===== config.mk =====
export PLATFORM = sky130hd
export DESIGN_NAME = seq_pattern_tx_flat
export DESIGN_NICKNAME = d
export VERILOG_FILES = /design/src/rtl/seq_pattern_tx_if.sv /design/src/rtl/seq_pattern_tx.sv /design/src/flat_wrapper.sv
export SDC_FILE = /design/constraint.sdc
export NUM_CORES = 1
export LEC_CHECK = 0
export ABC_AREA = 1
export CELL_PAD_IN_SITES_DETAIL_PLACEMENT = 2
export CELL_PAD_IN_SITES_GLOBAL_PLACEMENT = 2
export CORE_ASPECT_RATIO = 2
export CORE_MARGIN = 2
export CORE_UTILIZATION = 28
export CTS_CLUSTER_DIAMETER = 40
export DETAILED_ROUTE_END_ITERATION = 7
export GPL_TIMING_DRIVEN = 0
export PLACE_DENSITY = 0.84
export SLEW_MARGIN = 25
export SYNTH_ARGS = -nofsm -noshare
export SYNTH_HDL_FRONTEND = slang
export SYNTH_SLANG_ARGS = --single-unit

===== constraint.sdc =====
create_clock -name clk -period 1.7 [get_ports clk]
set_clock_uncertainty 0.2 [all_clocks]
set_input_delay 0.34 -clock clk [delete_from_list [all_inputs] [get_ports clk]]
set_output_delay 0.34 -clock clk [all_outputs]
set_load 0.01 [all_outputs]

===== src/rtl/seq_pattern_tx_if.sv =====
// Handshake and serial-output bundle for seq_pattern_tx.
// The slave modport is the generator side; master is the pattern source/consumer.
interface seq_pattern_tx_if #(
    parameter int WIDTH = 8,
    parameter int CNT_W = 4
);
    logic             in_valid;
    logic             in_ready;
    logic [WIDTH-1:0] in_data;
    logic [CNT_W-1:0] in_repeat;
    logic             abort;
    logic             q;
    logic             q_valid;
    logic             busy;
    logic             done;

    modport slave (
        input  in_valid, in_data, in_repeat, abort,
        output in_ready, q, q_valid, busy, done
    );

    modport master (
        output in_valid, in_data, in_repeat, abort,
        input  in_ready, q, q_valid, busy, done
    );
endinterface


===== src/rtl/seq_pattern_tx.sv =====
// Serial bit-pattern generator: shifts a captured WIDTH-bit pattern out MSB-first,
// (in_repeat+1) times back to back, then pulses done for one cycle.
module seq_pattern_tx #(
    parameter int WIDTH = 8,
    parameter int CNT_W = 4
) (
    input  logic             clk,
    input  logic             rst,
    seq_pattern_tx_if.slave  bus
);
    localparam int BW = (WIDTH > 1) ? $clog2(WIDTH) : 1;
    localparam logic [BW-1:0] LAST_BIT = BW'(WIDTH - 1);

    typedef enum logic [1:0] {
        S_IDLE = 2'd0,
        S_SEND = 2'd1,
        S_DONE = 2'd2
    } state_t;

    state_t           r_state;
    state_t           w_next_state;
    logic [WIDTH-1:0] r_pat_reg;
    logic [WIDTH-1:0] r_shreg;
    logic [CNT_W-1:0] r_rep_cnt;
    logic [BW-1:0]    r_bit_cnt;

    logic w_last_bit;
    logic w_rep_zero;
    logic w_in_ready;
    logic w_q;
    logic w_q_valid;
    logic w_busy;
    logic w_done;

    assign w_last_bit = (r_bit_cnt == LAST_BIT);
    assign w_rep_zero = (r_rep_cnt == '0);

    // NOTE: sequential state uses non-blocking assignments so every register
    // samples pre-edge values regardless of process ordering.
    always_ff @(posedge clk or posedge rst) begin
        if (rst) begin
            r_state <= S_IDLE;
        end else begin
            r_state <= w_next_state;
        end
    end

    // NOTE: every comb output gets a default before the case so no path leaves
    // it unassigned and no latch is inferred.
    always_comb begin
        w_next_state = r_state;
        case (r_state)
            S_IDLE: if (bus.in_valid)                  w_next_state = S_SEND;
            S_SEND: begin
                if (bus.abort)                         w_next_state = S_IDLE;
                else if (w_last_bit && w_rep_zero)     w_next_state = S_DONE;
            end
            S_DONE:                                    w_next_state = S_IDLE;
            default:                                   w_next_state = S_IDLE;
        endcase
    end

    // Datapath: capture on accept, shift per bit, reload per extra repetition.
    always_ff @(posedge clk or posedge rst) begin
        if (rst) begin
            r_pat_reg <= '0;
            r_shreg   <= '0;
            r_rep_cnt <= '0;
            r_bit_cnt <= '0;
        end else begin
            case (r_state)
                S_IDLE: begin
                    if (bus.in_valid) begin
                        r_pat_reg <= bus.in_data;
                        r_shreg   <= bus.in_data;
                        r_rep_cnt <= bus.in_repeat;
                        r_bit_cnt <= '0;
                    end
                end
                S_SEND: begin
                    if (bus.abort) begin
                        r_rep_cnt <= '0;
                        r_bit_cnt <= '0;
                    end else if (!w_last_bit) begin
                        r_shreg   <= r_shreg << 1;
                        r_bit_cnt <= r_bit_cnt + 1'b1;
                    end else if (!w_rep_zero) begin
                        r_shreg   <= r_pat_reg;
                        r_bit_cnt <= '0;
                        r_rep_cnt <= r_rep_cnt - 1'b1;
                    end
                end
                default: ;
            endcase
        end
    end

    // Moore outputs; in_ready additionally gated by rst so it reads 0 during reset.
    always_comb begin
        w_in_ready = 1'b0;
        w_q        = 1'b0;
        w_q_valid  = 1'b0;
        w_busy     = 1'b0;
        w_done     = 1'b0;
        case (r_state)
            S_IDLE: w_in_ready = ~rst;
            S_SEND: begin
                w_busy    = 1'b1;
                w_q_valid = 1'b1;
                w_q       = r_shreg[WIDTH-1];
            end
            S_DONE: w_done = 1'b1;
            default: ;
        endcase
    end

    assign bus.in_ready = w_in_ready;
    assign bus.q        = w_q;
    assign bus.q_valid  = w_q_valid;
    assign bus.busy     = w_busy;
    assign bus.done     = w_done;
endmodule


===== src/flat_wrapper.sv =====
// flat-port wrapper written by rule: the top's interface ports become plain ports
module seq_pattern_tx_flat 
#(
    parameter int WIDTH = 8,
    parameter int CNT_W = 4
)
  (clk, rst, bus_in_valid, bus_in_data, bus_in_repeat, bus_abort, bus_in_ready, bus_q, bus_q_valid, bus_busy, bus_done);
  seq_pattern_tx_if #(.WIDTH(WIDTH), .CNT_W(CNT_W)) bus_i ();
  input  logic clk;
  input  logic rst;
  input wire logic [$bits(bus_i.in_valid)-1:0] bus_in_valid;
  input wire logic [$bits(bus_i.in_data)-1:0] bus_in_data;
  input wire logic [$bits(bus_i.in_repeat)-1:0] bus_in_repeat;
  input wire logic [$bits(bus_i.abort)-1:0] bus_abort;
  output wire logic [$bits(bus_i.in_ready)-1:0] bus_in_ready;
  output wire logic [$bits(bus_i.q)-1:0] bus_q;
  output wire logic [$bits(bus_i.q_valid)-1:0] bus_q_valid;
  output wire logic [$bits(bus_i.busy)-1:0] bus_busy;
  output wire logic [$bits(bus_i.done)-1:0] bus_done;
  assign bus_i.in_valid = bus_in_valid;
  assign bus_i.in_data = bus_in_data;
  assign bus_i.in_repeat = bus_in_repeat;
  assign bus_i.abort = bus_abort;
  assign bus_in_ready = bus_i.in_ready;
  assign bus_q = bus_i.q;
  assign bus_q_valid = bus_i.q_valid;
  assign bus_busy = bus_i.busy;
  assign bus_done = bus_i.done;
  seq_pattern_tx #(.WIDTH(WIDTH), .CNT_W(CNT_W)) u_core (.clk(clk), .rst(rst), .bus(bus_i));
endmodule

After elaboration in Yosys (flattened, before gate mapping)

Index checks and enable logic that the tools add are counted.

Bits in registers: 25
Bits of input ports: 16

$add $sub $neg: 2
Equality and inequality tests: 10
Multiplexer cells: 23
Bitwise operators: 1
Reduce and logical (&&, ||, !) cells: 9

Operator list:

| cell                                                                  | number |
|---|---|
| 8-bit two-way mux                                                     | 4 |
| 4-bit two-way mux                                                     | 4 |
| 8-bit case mux with 2 select lines                                    | 1 |
| 3-bit two-way mux                                                     | 4 |
| 4-bit case mux with 2 select lines                                    | 1 |
| 4-bit AND reduction                                                   | 2 |
| 2-bit two-way mux                                                     | 3 |
| 3-bit by 2-bit != test with 1-bit output, second input constant       | 2 |
| 3-bit != test, second input constant                                  | 2 |
| 3-bit case mux with 2 select lines                                    | 1 |
| 4-bit logical NOT                                                     | 1 |
| 1-bit two-way mux                                                     | 4 |
| 2-bit != test, second input constant                                  | 2 |
| 4-bit != test, second input constant                                  | 1 |
| 2-bit case mux with 2 select lines                                    | 1 |
| 2-bit AND reduction                                                   | 2 |
| 4-bit by 1-bit subtractor with 4-bit output, second input constant    | 1 |
| 3-bit by 1-bit adder with 3-bit output, second input constant         | 1 |
| 3-bit equality test, second input constant                            | 1 |
| 3-bit AND reduction                                                   | 1 |
| 2-bit by 1-bit equality test with 1-bit output, second input constant | 1 |
| 2-bit equality test, second input constant                            | 1 |
| 2-bit logical NOT                                                     | 1 |
| 2-bit nonzero test                                                    | 1 |
| other kinds (2)                                                       | 2 |

Longest topological paths before layout

Gate-level depths: netlist of the first run.

Depth in word-level cells: 5
Mapped depth: 10
Depth with buffers taken out: 8

Least setup slack after synthesis of the first run

Ideal clock, no wire load.

Path kind: reg2reg
From: register u_core.r_bit_cnt[0]
To: register u_core.r_shreg[2]
Library setup time: 0.121 ns
Arrival time: 1.381 ns
Path slack: -0.001 ns
Stages on the path, launching flop included: 11
Path buffers: 2
Clock period less this slack: 1.701 ns
Cell sequence: dfrtp_1 -> ha_1 -> ha_1 -> buf_2 -> inv_1 -> buf_2 -> nand2_1 -> nand2_1 -> o21ai_0 -> nand2_1 -> o21ai_1

Word-level cells in the longest chain between the ends: 4

RTL lines:

| what                               | RTL line             | text |
|---|---|---|
| start: declaration                 | seq_pattern_tx.sv:25 | `logic [BW-1:0] r_bit_cnt;` |
| start signal: assignment           | seq_pattern_tx.sv:86 | `r_bit_cnt <= r_bit_cnt + 1'b1;` |
| 3-bit equality test *              | seq_pattern_tx.sv:35 | `assign w_last_bit = (r_bit_cnt == LAST_BIT);` |
| 8-bit two-way mux                  | seq_pattern_tx.sv:84 | `end else if (!w_last_bit) begin` |
| 8-bit two-way mux                  | seq_pattern_tx.sv:81 | `if (bus.abort) begin` |
| 8-bit case mux with 2 select lines | seq_pattern_tx.sv:71 | `case (r_state)` |
| end signal: assignment             | seq_pattern_tx.sv:75 | `r_shreg <= bus.in_data;` |
| end signal: assignment             | seq_pattern_tx.sv:85 | `r_shreg <= r_shreg << 1;` |
| end signal: assignment             | seq_pattern_tx.sv:88 | `r_shreg <= r_pat_reg;` |
| end: declaration                   | seq_pattern_tx.sv:23 | `logic [WIDTH-1:0] r_shreg;` |

Mark *: on every way between the ends. The rest lies on a longest branch, timed or not. The select of a mux whose other input is x is not followed.
A chain may end at the register's enable or synchronous reset.

Worst setup path after layout of the first run

From: register u_core.r_state[1]
To: output bus_q_valid

Word-level cells in the longest chain between the ends: 2

RTL lines:

| what                                           | RTL line              | text |
|---|---|---|
| start: declaration                             | seq_pattern_tx.sv:20  | `state_t r_state;` |
| start signal: assignment                       | seq_pattern_tx.sv:44  | `r_state <= w_next_state;` |
| 2-bit by 1-bit equality test with 1-bit output | seq_pattern_tx.sv:105 | `case (r_state)` |
| 1-bit two-way mux                              | seq_pattern_tx.sv:105 |  |
| end: declaration                               | flat_wrapper.sv:17    | `output wire logic [$bits(bus_i.q_valid)-1:0] bus_q_valid;` |

No other way between the ends.

==> run_results.csv, run 1 <==
group,metric,value,unit
status,run_status,"finished, violations left",
status,failing_checks,"setup timing",
cts,tritoncts.num_buffers,3,
placed_design,last_weighted_congestion_value_of_the_routability_driven_placer,0.730,
die,core_area,0.00482,mm2
synthesis,synth_ff_type,"dfrtp_1",
die,start_util,28.6,%
die,area_of_the_die,0.00553,mm2
die,fp.dieW,53.6,um
synthesis,ys_seq_area_share,45.5,%
cts,cts_tree,"built",
synthesis,synth_area_leader_cell,"dfrtp_1",
layout,flow.area_growth_from_synthesis,47.3,%
pwr,power_density,976,mW/mm2
route,drt_iter0_markers,14,
route,post_drt_wl_per_cell,19.3,um
cts,holdBufCountCts,0,
synthesis,number_of_cells_produced_by_synthesis,173,
layout,post_route_cells_drive_above_1_share,34.5,%
grt,grt_remaining_overflow,0,
synthesis,post-synth-top-area-fraction,45.5,%
route,drt_wl_total,5400,um
sta,maxSlewViolCount,0,
pwr,power_leakage,1.00,nW
critical_path,timing.critical_path.from_type,"flop",
cts,clock_tree.root_cell,"clkbuf_8",
grt,grt_antenna_before_repair,0,
route,drcViolationCount,0,
synthesis,post_synth.cell_area_avg,7.96,um2
die,die_span_y,103,um
cts,numClockSinks,25,
synthesis,yosys-top-cells-area,"dfrtp_1 45%, nand2_1 16%, o21ai_0 6.2%, nand3_1 4.4%, inv_1 4.4%",
sta,worst_slew_pin_slew,567,ps
sta,rsz0062_at_grt,"true",
synthesis,yosys_register_bits,25,
synthesis,postSynthNetCount,192,
synthesis,synth-edff-count,0,
sta,fin_hold_ws,256,ps
sta,setup_viol,7,
grt,global_route_wire_length_before_repair,8290,um
cts,ctsHtreeMaxLevel,1,
die,std_cell_rows,36,
layout,postLayoutCoreUtil,42.1,%
placed_design,dp.final_hpwl,3050,um
critical_path,critical_path_arrival,1260,ps
layout,design.final.nets,243,
layout,antenna_cells_inserted,0,
critical_path,timing.critical_path.to_type,"primary output",
layout,post_layout_nonfiller_instances,280,
route,dr_total_vias,1359,
synthesis,post_synth_cell_types,22,
pwr,total_power_of_the_final_layout,1.98,mW
sta,relSlewSlack,62.2,%
sta,fin_ws,-98.7,ps
route,ant_nets,0,
critical_path,worst_setup_path_class,"reg2out",
synthesis,yosys_warnings,0,
route,avgViaCountPerCell,4.85,
sta,final_min_period_over_clock_period,106,%
synthesis,synthesis.area,0.00138,mm2
grt,track_usage,21.8,%
synthesis,async_reset_ff_share,100,%
route,drtPass1Iterations,4,
min_path,worstHoldPathType,"in2async",
pwr,irDropWorstVdd,0.609,mV
cts,insertion_delay,280,ps
critical_path,critical_path_required,1160,ps
grt,grt_max_degree,26,
job,max_cap_viols,0,
critical_path,reg2regPathDepth,10,
cts,clk_pin_slew,100,ps
grt,first_global_vias,1565,
placed_design,pre_cts_slack,-409,ps
die,num_io_pins,21,
placed_design,place_inst,250,
placed_design,port-buffer-count,20,
sta,hold_vio_cnt_final,0,
critical_path,path_max_fanout,3,
sta,layout_min_cycle_time,1800,ps
cts,ctsLongestPathBuffers,2,
sta,maxClockFrequency,556,MHz
==> worst paths after layout <==
check | startpoint | endpoint | slack (ps)
worst max-delay path | u_core.r_state[1] | bus_q_valid | -100
worst min-delay path | rst | u_core.r_state[1] | 260
worst max register to register | u_core.r_state[1] | u_core.r_shreg[1] | 0
worst min register to register | u_core.r_pat_reg[0] | u_core.r_pat_reg[0] | 300
max in group asynchronous | rst | u_core.r_state[0] | 630
min in group clk | u_core.r_pat_reg[0] | u_core.r_pat_reg[0] | 300
==> power breakdown <==
group	switching, mW	internal (mW)
registers	0.0894	0.728
logic	0.427	0.352
clock network	0.216	0.165
total	0.732	1.25
==> cell families after synthesis <==
| kind of cell | synth area share (%) |
|---|---|
| AND/OR/NAND/NOR | 29.9 |
| flip-flops | 45.5 |
| buffers and inverters | 8.18 |
| AO/OA/AOI/OAI | 7.91 |
| multiplexers | 5.18 |
| adder cells (fa/ha/maj) | 2.73 |
| XOR/XNOR | 0.636 |
==> metrics by stage <==
stage                     TNS [ps]  cell area, um2
after global routing         -1350            2030
after floorplan                  0            1380
final                         -235            2030
after CTS                     -209            1900
after detailed placement     -4410            1650
after global placement       -7800            1650
==> synth_stat cells (all sizes together), types with 2 or more instances <==
cell / instances
inv: 16
o21ai: 20
dfrtp: 25
nand2: 64
mux2: 6
buf: 7
nand4: 2
nor2: 15
ha: 3
nand3: 12
==> per-layer routing <==
metal	track usage [%]	share of wire, %	up-vias	wire length [um]
met5	0	0	-	0
met4	13.4	4.3	0	234
met3	2.17	2.1	13	113
met2	42.6	60	27	3230
met1	20.0	34	676	1830
li1	-	-	643	-
==> what timing repair did <==
item	in CTS	in global routing
pin swaps	6	7
setup endpoints to repair	21	22
gates resized for setup	52	23
cloned	2	0
setup buffers	16	9
==> worst max-delay path, stage by stage (launching register included) <==
cell and delay [ps]:
dfrtp_1 410, buf_4 150, nor2_4 100, buf_6 130, buf_4 100, buf_6 90
==> cell type report <==
class | count | area [um2]
multi-input combinational | 125 | 741
clock inverter | 1 | 5.00
tap | 57 | 71.3
buffer | 6 | 67.6
sequential | 25 | 627
inverter | 16 | 65.1
clock buffer | 3 | 41.3
fill | 534 | 2790
timing repair buffer | 47 | 409
==> placed cells by master, fill, tap and decap left out, types with 2 or more instances in the layout <==
master / count
nand3_1: 10
nand2_1: 55
inv_4: 2
nor2_4: 2
o21ai_1: 7
o21ai_2: 5
nand2_2: 6
inv_1: 12
buf_4: 23
o21ai_0: 8
dfrtp_1: 24
inv_2: 2
clkdlybuf4s50_1: 15
ha_4: 2
nor2_1: 12
mux2_2: 5
buf_2: 3
nand3_2: 2
clkbuf_8: 3
nand2_4: 3
buf_6: 11
Note: power is estimated with default switching activity, not from simulation.
==> inputs of run 2 (changes only) <==
Settings changed: CORE_ASPECT_RATIO 2 to 0.9, CORE_UTILIZATION 28 to 32, DONT_BUFFER_PORTS set to 1, PLACE_DENSITY 0.84 to 0.82.
==> run 2 against run 1 <==
Net effect:
- the flow finishes with violations (hold timing, setup timing)
- hold slack worse by 260 ps
- design area is 6.7% lower
- critical path depth is 3 higher
- clock power is 5% higher
- maximum frequency is 1.8% lower
- wire length is 4.2% higher
==> run_results.csv, run 2 (synthesized netlist as in run 1, its figures left out) <==
group,metric,value,unit
status,run_status,"finished, violations left",
status,failing_checks,"hold timing, setup timing",
cts,clk_pin_slew,110,ps
layout,mostFrequentLayoutCells,"53 x nand2_1, 24 x dfrtp_1, 20 x buf_4",
placed_design,last_weighted_congestion_value_of_the_routability_driven_placer,0.767,
route,post_drt_wl_per_cell,22.2,um
min_path,worstHoldPathType,"in2reg",
layout,post_route_cells_drive_above_1_share,35.9,%
critical_path,critical_path_arrival,1800,ps
die,area_of_the_die,0.00484,mm2
layout,multiInputGateArea,757,um2
route,ant_nets,0,
placed_design,place_inst,221,
route,drcViolationCount,0,
critical_path,timing.critical_path.from_type,"flop",
sta,hold_vio_cnt_final,2,
layout,design.final.nets,226,
route,drtPass1Iterations,4,
layout,post_layout_nonfiller_instances,254,
cts,ctsLongestPathBuffers,2,
grt,grt_antenna_before_repair,0,
placed_design,dp.final_hpwl,2860,um
cts,clock_tree.root_cell,"clkbuf_8",
critical_path,cp.depth,8,
min_path,whs_path_depth,1,
route,drt_iter0_markers,39,
job,max_cap_viols,0,
critical_path,worst_setup_path_class,"reg2reg",
critical_path,worstPathBufferInverterCount,2,
layout,design_area,0.00189,mm2
sta,layout_min_cycle_time,1830,ps
min_path,min_from,"bus_in_data[2]",
grt,grt_max_degree,26,
sta,worst_slew_pin_slew,561,ps
die,die_span_y,66.2,um
critical_path,critical_path.slowest_cell,"dfrtp_1",
placed_design,port-buffer-count,0,
sta,setup_viol,6,
critical_path,path_max_fanout,4,
critical_path,critical_path_required,1670,ps
sta,fin_hold_ws,-4.30,ps
critical_path,path_cells,"ha_2, ha_4, buf_4, buf_2, o21ai_2, o21ai_2, nand2_1, nand2_1",
cts,tritoncts.num_buffers,3,
route,avgViaCountPerCell,5.23,
critical_path,reg2regPathDepth,8,
sta,maxSlewViolCount,0,
critical_path,worst_r2r_startpoint,"u_core.r_bit_cnt[0]",
sta,maxClockFrequency,546,MHz
die,num_io_pins,21,
pwr,power_density,1050,mW/mm2
pwr,power_leakage,0.933,nW
layout,antenna_cells_inserted,0,
sta,final_min_period_over_clock_period,108,%
die,std_cell_rows,22,
route,dr_total_vias,1328,
cts,ctsHtreeMaxLevel,1,
sta,relSlewSlack,62.6,%
critical_path,rr_endpoint,"u_core.r_shreg[4]",
die,core_area,0.00410,mm2
route,drt_wl_total,5630,um
grt,first_global_vias,1442,
critical_path,cpPeakStageDelay,410,ps
sta,rsz0062_at_grt,"true",
layout,final_common_cell,"nand2_1",
min_path,hold_path_end,"u_core.r_pat_reg[2]",
critical_path,reg2reg_slack,-130,ps
die,fp.dieW,73.1,um
grt,grt_remaining_overflow,0,
pwr,irDropWorstVdd,0.440,mV
critical_path,crit_family,"flip-flops",
cts,insertion_delay,280,ps
layout,flow.area_growth_from_synthesis,37.5,%
cts,cts_tree,"built",
sta,fin_ws,-131,ps
placed_design,post_dp_cell_area,0.00144,mm2
layout,layout.filler_cells,458,
die,start_util,33.6,%
critical_path,timing.critical_path.to_type,"flop",
layout,ff_latch_area,627,um2
grt,global_route_wire_length_before_repair,7850,um
grt,track_usage,22.0,%
cts,numClockSinks,25,
## run 2: cell types whose count changed in the layout (fill, tap and decap cells not counted), sizes merged
cell,previous run,this run
clkdlybuf4s50,15,0
buf,38,32
dlygate4sd3,0,4
clkinv,1,0
clkinvlp,0,1
## run 2: layout make-up
class / instances / area share [%]
plain buffers: 7 / 4.83
clock buffers: 3 / 2.18
clock inverters: 1 / 0.397
inverters: 16 / 3.44
multi-input cells: 125 / 40.0
flip-flops and latches: 25 / 33.1
well taps: 48 / 3.17
repair buffers: 29 / 12.8
## run 2: routing by layer
layer,global-route usage (%),part of all wire (%),vias to the layer above
met5,0,0,-
met4,6.71,1.3,0
met3,3.05,2.6,8
met2,36.3,48,21
met1,29.9,48,684
li1,-,-,615
## run 2: worst max path at each step
stage,from,end,slack (ps)
global route,u_core.r_bit_cnt[0],u_core.r_shreg[4],-170
detailed placement,u_core.r_bit_cnt[0],u_core.r_shreg[1],-260
global placement,u_core.r_bit_cnt[0],u_core.r_shreg[5],-160
floorplan,u_core.r_bit_cnt[0],u_core.r_shreg[2],40
finish,u_core.r_bit_cnt[0],u_core.r_shreg[4],-130
CTS,u_core.r_state[1],bus_q,-9
## run 2: through the flow
step / worst slack (ps) / total power [mW] / setup TNS, ps / util, % / hold WS [ps]
detailed placement: -259 / 1.31 / -2650 / 35.1 / 279
finish: -131 / 1.99 / -298 / 46.1 / -4.30
global placement: -165 / 1.26 / -1280 / 35.1 / 257
global route: -165 / 2.09 / -879 / 46.1 / -0.616
CTS: -8.75 / 1.80 / -8.75 / 41.5 / 5.27
floorplan: 35.6 / 1.17 / 0 / - / 167
## run 2: timing repair
action                                  CTS  global route
gates cloned                              4             0
pin swaps                                 4             9
setup buffers                            12             9
hold buffers                              0             4
endpoints found under the setup margin   18            22
resized for setup                        29            30
endpoints found under the hold margin     0            28
## run 2: where the power goes
group,internal (mW),switching [mW]
sequential,0.727,0.0940
combinational,0.325,0.440
clock,0.167,0.232
## run 2: worst register-to-register path: stages (launching register included)
cell and delay, ps:
dfrtp_1 410, ha_2 200, ha_4 170, buf_4 120, buf_2 160, o21ai_2 160
o21ai_2 100, nand2_1 120, nand2_1 90
